<file path="config.mk">
export PLATFORM = sky130hd
export DESIGN_NAME = fsm_trace_rle
export DESIGN_NICKNAME = d
export VERILOG_FILES = /design/src/rtl/fsm_trace_rle_pkg.sv /design/src/rtl/trace_fifo.sv /design/src/rtl/fsm_trace_rle.sv
export SDC_FILE = /design/constraint.sdc
export NUM_CORES = 1
export LEC_CHECK = 0
export ABC_AREA = 1
export BUFFER_PORTS_ARGS = -buffer_cell sky130_fd_sc_hd__buf_2
export CAP_MARGIN = 10
export CORE_UTILIZATION = 35
export CTS_BUF_LIST = sky130_fd_sc_hd__clkbuf_8
export CTS_CLUSTER_DIAMETER = 200
export DETAILED_ROUTE_END_ITERATION = 7
export PLACE_DENSITY = 0.62
export SYNTH_ARGS = -nofsm -noshare
export SYNTH_HDL_FRONTEND = slang
export SYNTH_HIERARCHICAL = 1
export SYNTH_SLANG_ARGS = --single-unit
</file>
<file path="constraint.sdc">
create_clock -name clk -period 9.9 [get_ports clk]
set_clock_uncertainty 0.15 [all_clocks]
set_input_delay 0.99 -clock clk [delete_from_list [all_inputs] [get_ports clk]]
set_output_delay 0.99 -clock clk [all_outputs]
set_load 0.02 [all_outputs]
</file>
<file path="src/rtl/fsm_trace_rle_pkg.sv">
// Shared constants, record layout and encoder state type for the FSM output
// run-length trace encoder.
package fsm_trace_rle_pkg;

  localparam int OUT_W_DEF = 19;
  localparam int CNT_W_DEF = 8;
  localparam int DEPTH_DEF = 16;

  // Record layout for the default widths: {mark, run_len, value}, mark in the MSB.
  localparam int VAL_LSB  = 0;
  localparam int LEN_LSB  = OUT_W_DEF;
  localparam int MARK_BIT = OUT_W_DEF + CNT_W_DEF;

  typedef enum logic {
    IDLE = 1'b0,
    RUN  = 1'b1
  } state_e;

  function automatic int rec_width(input int out_w, input int cnt_w);
    return 1 + cnt_w + out_w;
  endfunction

endpackage

</file>
<file path="src/rtl/trace_fifo.sv">
// First-word-fall-through synchronous FIFO. Pointers carry one extra wrap bit
// so that full and empty can be told apart.
module trace_fifo #(
  parameter int WIDTH = 28,
  parameter int DEPTH = 16
) (
  input  logic                     clk,
  input  logic                     rst,
  input  logic                     push,
  input  logic                     pop,
  input  logic [WIDTH-1:0]         din,
  output logic [WIDTH-1:0]         dout,
  output logic                     full,
  output logic                     empty,
  output logic [$clog2(DEPTH):0]   fill
);

  localparam int AW = $clog2(DEPTH);

  logic [WIDTH-1:0] mem [DEPTH];
  logic [AW:0]      wr_ptr_q, wr_ptr_d;
  logic [AW:0]      rd_ptr_q, rd_ptr_d;
  logic             do_push, do_pop;

  always_comb begin
    empty    = (wr_ptr_q == rd_ptr_q);
    full     = (wr_ptr_q[AW] != rd_ptr_q[AW]) &&
               (wr_ptr_q[AW-1:0] == rd_ptr_q[AW-1:0]);
    do_pop   = pop && !empty;
    // A full FIFO still accepts a record when the head leaves in the same cycle.
    do_push  = push && (!full || do_pop);
    wr_ptr_d = wr_ptr_q + (AW+1)'(do_push);
    rd_ptr_d = rd_ptr_q + (AW+1)'(do_pop);
    fill     = wr_ptr_q - rd_ptr_q;
    dout     = empty ? '0 : mem[rd_ptr_q[AW-1:0]];
  end

  always_ff @(posedge clk or posedge rst) begin
    if (rst) begin
      wr_ptr_q <= '0;
      rd_ptr_q <= '0;
    end else begin
      wr_ptr_q <= wr_ptr_d;
      rd_ptr_q <= rd_ptr_d;
    end
  end

  // NOTE: storage is deliberately not reset; the pointers define validity and
  // dout is forced to zero while empty, so stale contents are never visible.
  always_ff @(posedge clk) begin
    if (do_push) mem[wr_ptr_q[AW-1:0]] <= din;
  end

endmodule

</file>
<file path="src/rtl/fsm_trace_rle.sv">
// Run-length encoder for a traced FSM output word: each record is
// {mark, run_len, value}, queued in a FWFT FIFO for a valid/ready reader.
module fsm_trace_rle
  import fsm_trace_rle_pkg::*;
#(
  parameter int OUT_W = OUT_W_DEF,
  parameter int CNT_W = CNT_W_DEF,
  parameter int DEPTH = DEPTH_DEF
) (
  input  logic                     clk,
  input  logic                     rst,
  input  logic                     sample_en,
  input  logic [OUT_W-1:0]         out_word,
  input  logic                     fsm_rst,
  input  logic                     flush,
  output logic                     rec_valid,
  input  logic                     rec_ready,
  output logic [CNT_W+OUT_W:0]     rec_data,
  output logic [$clog2(DEPTH):0]   fill,
  output logic                     overflow
);

  localparam int REC_W = rec_width(OUT_W, CNT_W);
  localparam logic [CNT_W-1:0] MAX_LEN = '1;

  state_e           state_q, state_d;
  logic [OUT_W-1:0] cur_val_q, cur_val_d;
  logic [CNT_W-1:0] cur_len_q, cur_len_d;
  logic             cur_mark_q, cur_mark_d;
  logic             overflow_q, overflow_d;
  logic             emit, pop, full, empty;
  logic [REC_W-1:0] emit_rec;

  assign pop       = rec_valid && rec_ready;
  assign rec_valid = !empty;
  assign overflow  = overflow_q;

  always_comb begin
    // NOTE: every next-state variable gets a default first so no latch is
    // inferred on paths that leave it unassigned.
    state_d    = state_q;
    cur_val_d  = cur_val_q;
    cur_len_d  = cur_len_q;
    cur_mark_d = cur_mark_q;
    emit       = 1'b0;
    emit_rec   = {cur_mark_q, cur_len_q, cur_val_q};

    if (sample_en) begin
      if (state_q == RUN && !flush && out_word == cur_val_q &&
          fsm_rst == cur_mark_q && cur_len_q != MAX_LEN) begin
        cur_len_d = cur_len_q + CNT_W'(1);
      end else begin
        // Value/mark change, saturation or flush closes the open run (if any)
        // and this sample starts the next one.
        emit       = (state_q == RUN);
        state_d    = RUN;
        cur_val_d  = out_word;
        cur_len_d  = CNT_W'(1);
        cur_mark_d = fsm_rst;
      end
    end else if (flush && state_q == RUN) begin
      emit    = 1'b1;
      state_d = IDLE;
    end

    overflow_d = overflow_q | (emit && full && !pop);
  end

  // NOTE: sequential state uses non-blocking assignments only.
  always_ff @(posedge clk or posedge rst) begin
    if (rst) begin
      state_q    <= IDLE;
      cur_val_q  <= '0;
      cur_len_q  <= '0;
      cur_mark_q <= 1'b0;
      overflow_q <= 1'b0;
    end else begin
      state_q    <= state_d;
      cur_val_q  <= cur_val_d;
      cur_len_q  <= cur_len_d;
      cur_mark_q <= cur_mark_d;
      overflow_q <= overflow_d;
    end
  end

  trace_fifo #(
    .WIDTH(REC_W),
    .DEPTH(DEPTH)
  ) u_fifo (
    .clk   (clk),
    .rst   (rst),
    .push  (emit),
    .pop   (pop),
    .din   (emit_rec),
    .dout  (rec_data),
    .full  (full),
    .empty (empty),
    .fill  (fill)
  );

endmodule

</file>
==> results.py <==
metrics = {
    "setup_path": {
        "cp_slowest_cell": "buf_4",
        "start_kind": "flop",
        "worst_ep_arrival_time_ns": 4.13,
        "critPathCaptureType": "primary output",
        "crit_type": "reg -> out",
        "worst-path-max-fanout": 91,
        "path_cells": "inv_6 -> buf_4 -> nand2_1 -> nand2_1 -> nand2_1 -> nand3_1 -> nand3_1 -> a21oi_1 -> buf_2",
        "critPathMaxStageDelay_ns": 0.83,
        "critical_path.most_common_cell": "nand2_1",
        "cp_data_required_time_ns": 8.76,
    },
    "logic_synthesis": {
        "synth_compound_area_share_pct": 1.57,
        "synth_top_area_share_pct": 62.0,
        "synth_most_common_cell": "nand2_1",
        "synth_commonest_cells": "nand2_1 (847), edfxtp_1 (448), inv_1 (362)",
        "synth_edf_count": 448,
        "synthSimpleGateAreaFrac_pct": 21.5,
        "synth_ff_type": "edfxtp_1",
        "synth_area_leaders": "edfxtp_1 (62%), nand2_1 (15%), inv_1 (6.3%), nand3_1 (5.3%), dfrtp_1 (4.6%)",
        "async_reset_ff_share_pct": 8.20,
        "synth_fa_ha_area_share_pct": 0.611,
        "synth_top_family_by_area": "simple AND/OR/NAND/NOR gates",
        "synth_cell_types": 29,
        "synth_nets": 2214,
        "synth_xor_xnor_area_share_pct": 0.726,
        "synth_mux_area_share_pct": 0,
        "synth.avg_cell_area_sq_um": 9.96,
        "synth_area_sq_mm": 0.0217,
        "ys_ff_latch": 488,
        "synthesis.instances": 2179,
        "synth-seq-area-share_pct": 66.6,
        "synth_warnings": 6,
        "synth_top_cell_by_area": "edfxtp_1",
    },
    "placement": {
        "portBuffers": 59,
        "gp_congestion": 0.847,
        "hpwlAfterDp_mm": 31.9,
    },
    "pwr": {
        "ir_worst_vdd_uv": 356,
        "power.density_mw_per_mm2": 289,
        "power_leakage_nw": 10.6,
    },
    "drt": {
        "firstDrtPassIters": 5,
        "drt_wl_total_mm": 55.3,
        "wire_per_inst_um": 18.0,
        "vias": 14800,
        "viasPerCell": 4.79,
        "drc": 0,
        "drtIter0Drc": 1455,
        "antenna_left": 0,
    },
    "run_status": {
        "outcome": "completed",
    },
    "global_routing": {
        "grt_pass1_wl_mm": 84.1,
        "grt_start_max_net_pins": 92,
        "grt_use_total_pct": 17.6,
        "grt_overflow": 0,
        "grt_pass1_vias": 14100,
        "antenna_found_initial": 0,
    },
    "floorplan": {
        "initial_utilization_pct": 35.7,
        "num_rows": 90,
        "core_area_sq_mm": 0.0608,
        "die_w_um": 251,
        "num_io_pins": 60,
        "die_h_um": 251,
        "dieArea_sq_mm": 0.0630,
    },
    "cts": {
        "postCtsHoldBufs": 0,
        "cts_root_buffer": "clkbuf_8",
        "cts_buffers": 80,
        "cts.htree.levels": 3,
        "clk_latency_ns": 0.64,
        "post-cts-setup-buffers": 0,
        "cts_num_sinks": 488,
        "post_cts_resized": 0,
        "ctsLongestPathBuffers": 3,
        "tritoncts": "built",
        "path_clk_slew_ns": 0.07,
    },
    "finish": {
        "final.fill_count": 5862,
        "drive_above_1_share_pct": 9.84,
        "multi_input_area_sq_mm": 0.00542,
        "num-nets-final": 2269,
        "syn_to_final_growth_pct": 10.8,
        "seq_area_sq_mm": 0.0145,
        "n_antenna_cell": 0,
    },
    "sta": {
        "final_hold_viol_count": 0,
        "slew_headroom_pct": 20.2,
        "rsz0062_at_grt": "false",
        "period_share_pct": 53.2,
        "tns_ns": 0,
        "setup_viol": 0,
        "worst_slew_pin_slew_ns": 1.20,
        "fin_crit_ns": 5.27,
        "timing.fmax_ghz": 0.190,
        "whs_ns": 0.202,
        "slew_violations": 0,
    },
    "min_path": {
        "hp-class": "in -> async",
    },
    "run": {
        "cap_violations": 0,
    },
}
state kept, by name, indices dropped and copies added (netlist names):
name,count
u_fifo/wr_ptr_q,5
state_q,1
cur_mark_q,1
u_fifo/rd_ptr_q,5
overflow,1
cur_val_q,19
cur_len_q,8
u_fifo/mem,448
critical path: cells and delay by family (launching register included):
| family | cells | cell delay, ns |
|---|---|---|
| compound gates | 1 | 0.44 |
| flops | 1 | 0.73 |
| buf+inv | 3 | 1.59 |
| simple gates | 5 | 0.53 |
cells by family (layout without fill, tap and decap cells):
group           Yosys count  in the layout
simple gates           1145           1145
flops                   488            488
buf+inv                 464            582
compound gates           54             54
xor+xnor                 18             18
fa+ha+maj                10             10
cell usage in the layout, fill, tap and decap left out, types with 18 or more instances in the layout:
cell type	n
a21oi_1	31
buf_2	59
clkbuf_8	86
dfrtp_1	38
edfxtp_1	448
inv_1	400
nand2_1	847
nand3_1	230
nor2_1	26
nor2_4	18
o21ai_2	19
final timing paths:
check,start,cells after the start,slack [ns],endpoint
setup / recovery,u_fifo/rd_ptr_q[0],9,4.63,rec_data[23]
hold / removal,rst,2,0.20,u_fifo/rd_ptr_q[1]
setup reg to reg,cur_len_q[1],11,5.20,u_fifo/mem[14][7]
hold reg to reg,overflow,2,0.32,overflow
max in group asynchronous,rst,3,8.88,cur_mark_q
min in group clk,overflow,2,0.32,overflow
where the power goes:
| part | switching [mW] | leakage [nW] | total (mW) | internal, mW |
|---|---|---|---|---|
| clock network | 0.787 | 0.870 | 1.58 | 0.798 |
| registers | 0.182 | 4.55 | 2.69 | 2.51 |
| logic | 1.96 | 5.18 | 2.67 | 0.712 |
metrics by stage:
step / util (%) / cell area [sq um] / setup slack, ns / power, mW / cells
final: 39.6 / 24100 / 4.63 / 6.94 / 3079
after global routing: 39.6 / 24100 / 4.36 / 7.33 / 3079
after CTS: 39.6 / 24100 / 4.71 / 6.95 / 3079
after detailed placement: 37.2 / 22600 / 5.26 / 5.36 / 2934
after global placement: 37.2 / 22600 / 5.33 / 5.32 / 2934
after floorplan: - / 21700 / 6.03 / 4.46 / 2179
area by class of cell:
cell class                 instances  area share (%)
clock buffer                      86            4.92
clock inverter                    59            1.00
inverter                         367            5.76
multi-input combinational       1227            22.6
sequential                       488            60.1
tap                              782            4.07
timing repair buffer              70            1.57
layer usage:
layer / global-route usage, % / part of all wire (%)
met2: 26.7 / 44
met4: 5.56 / 2.6
met1: 24.4 / 45
met5: 0 / 0
met3: 4.68 / 8.7
(Power assumes the default switching activity.)
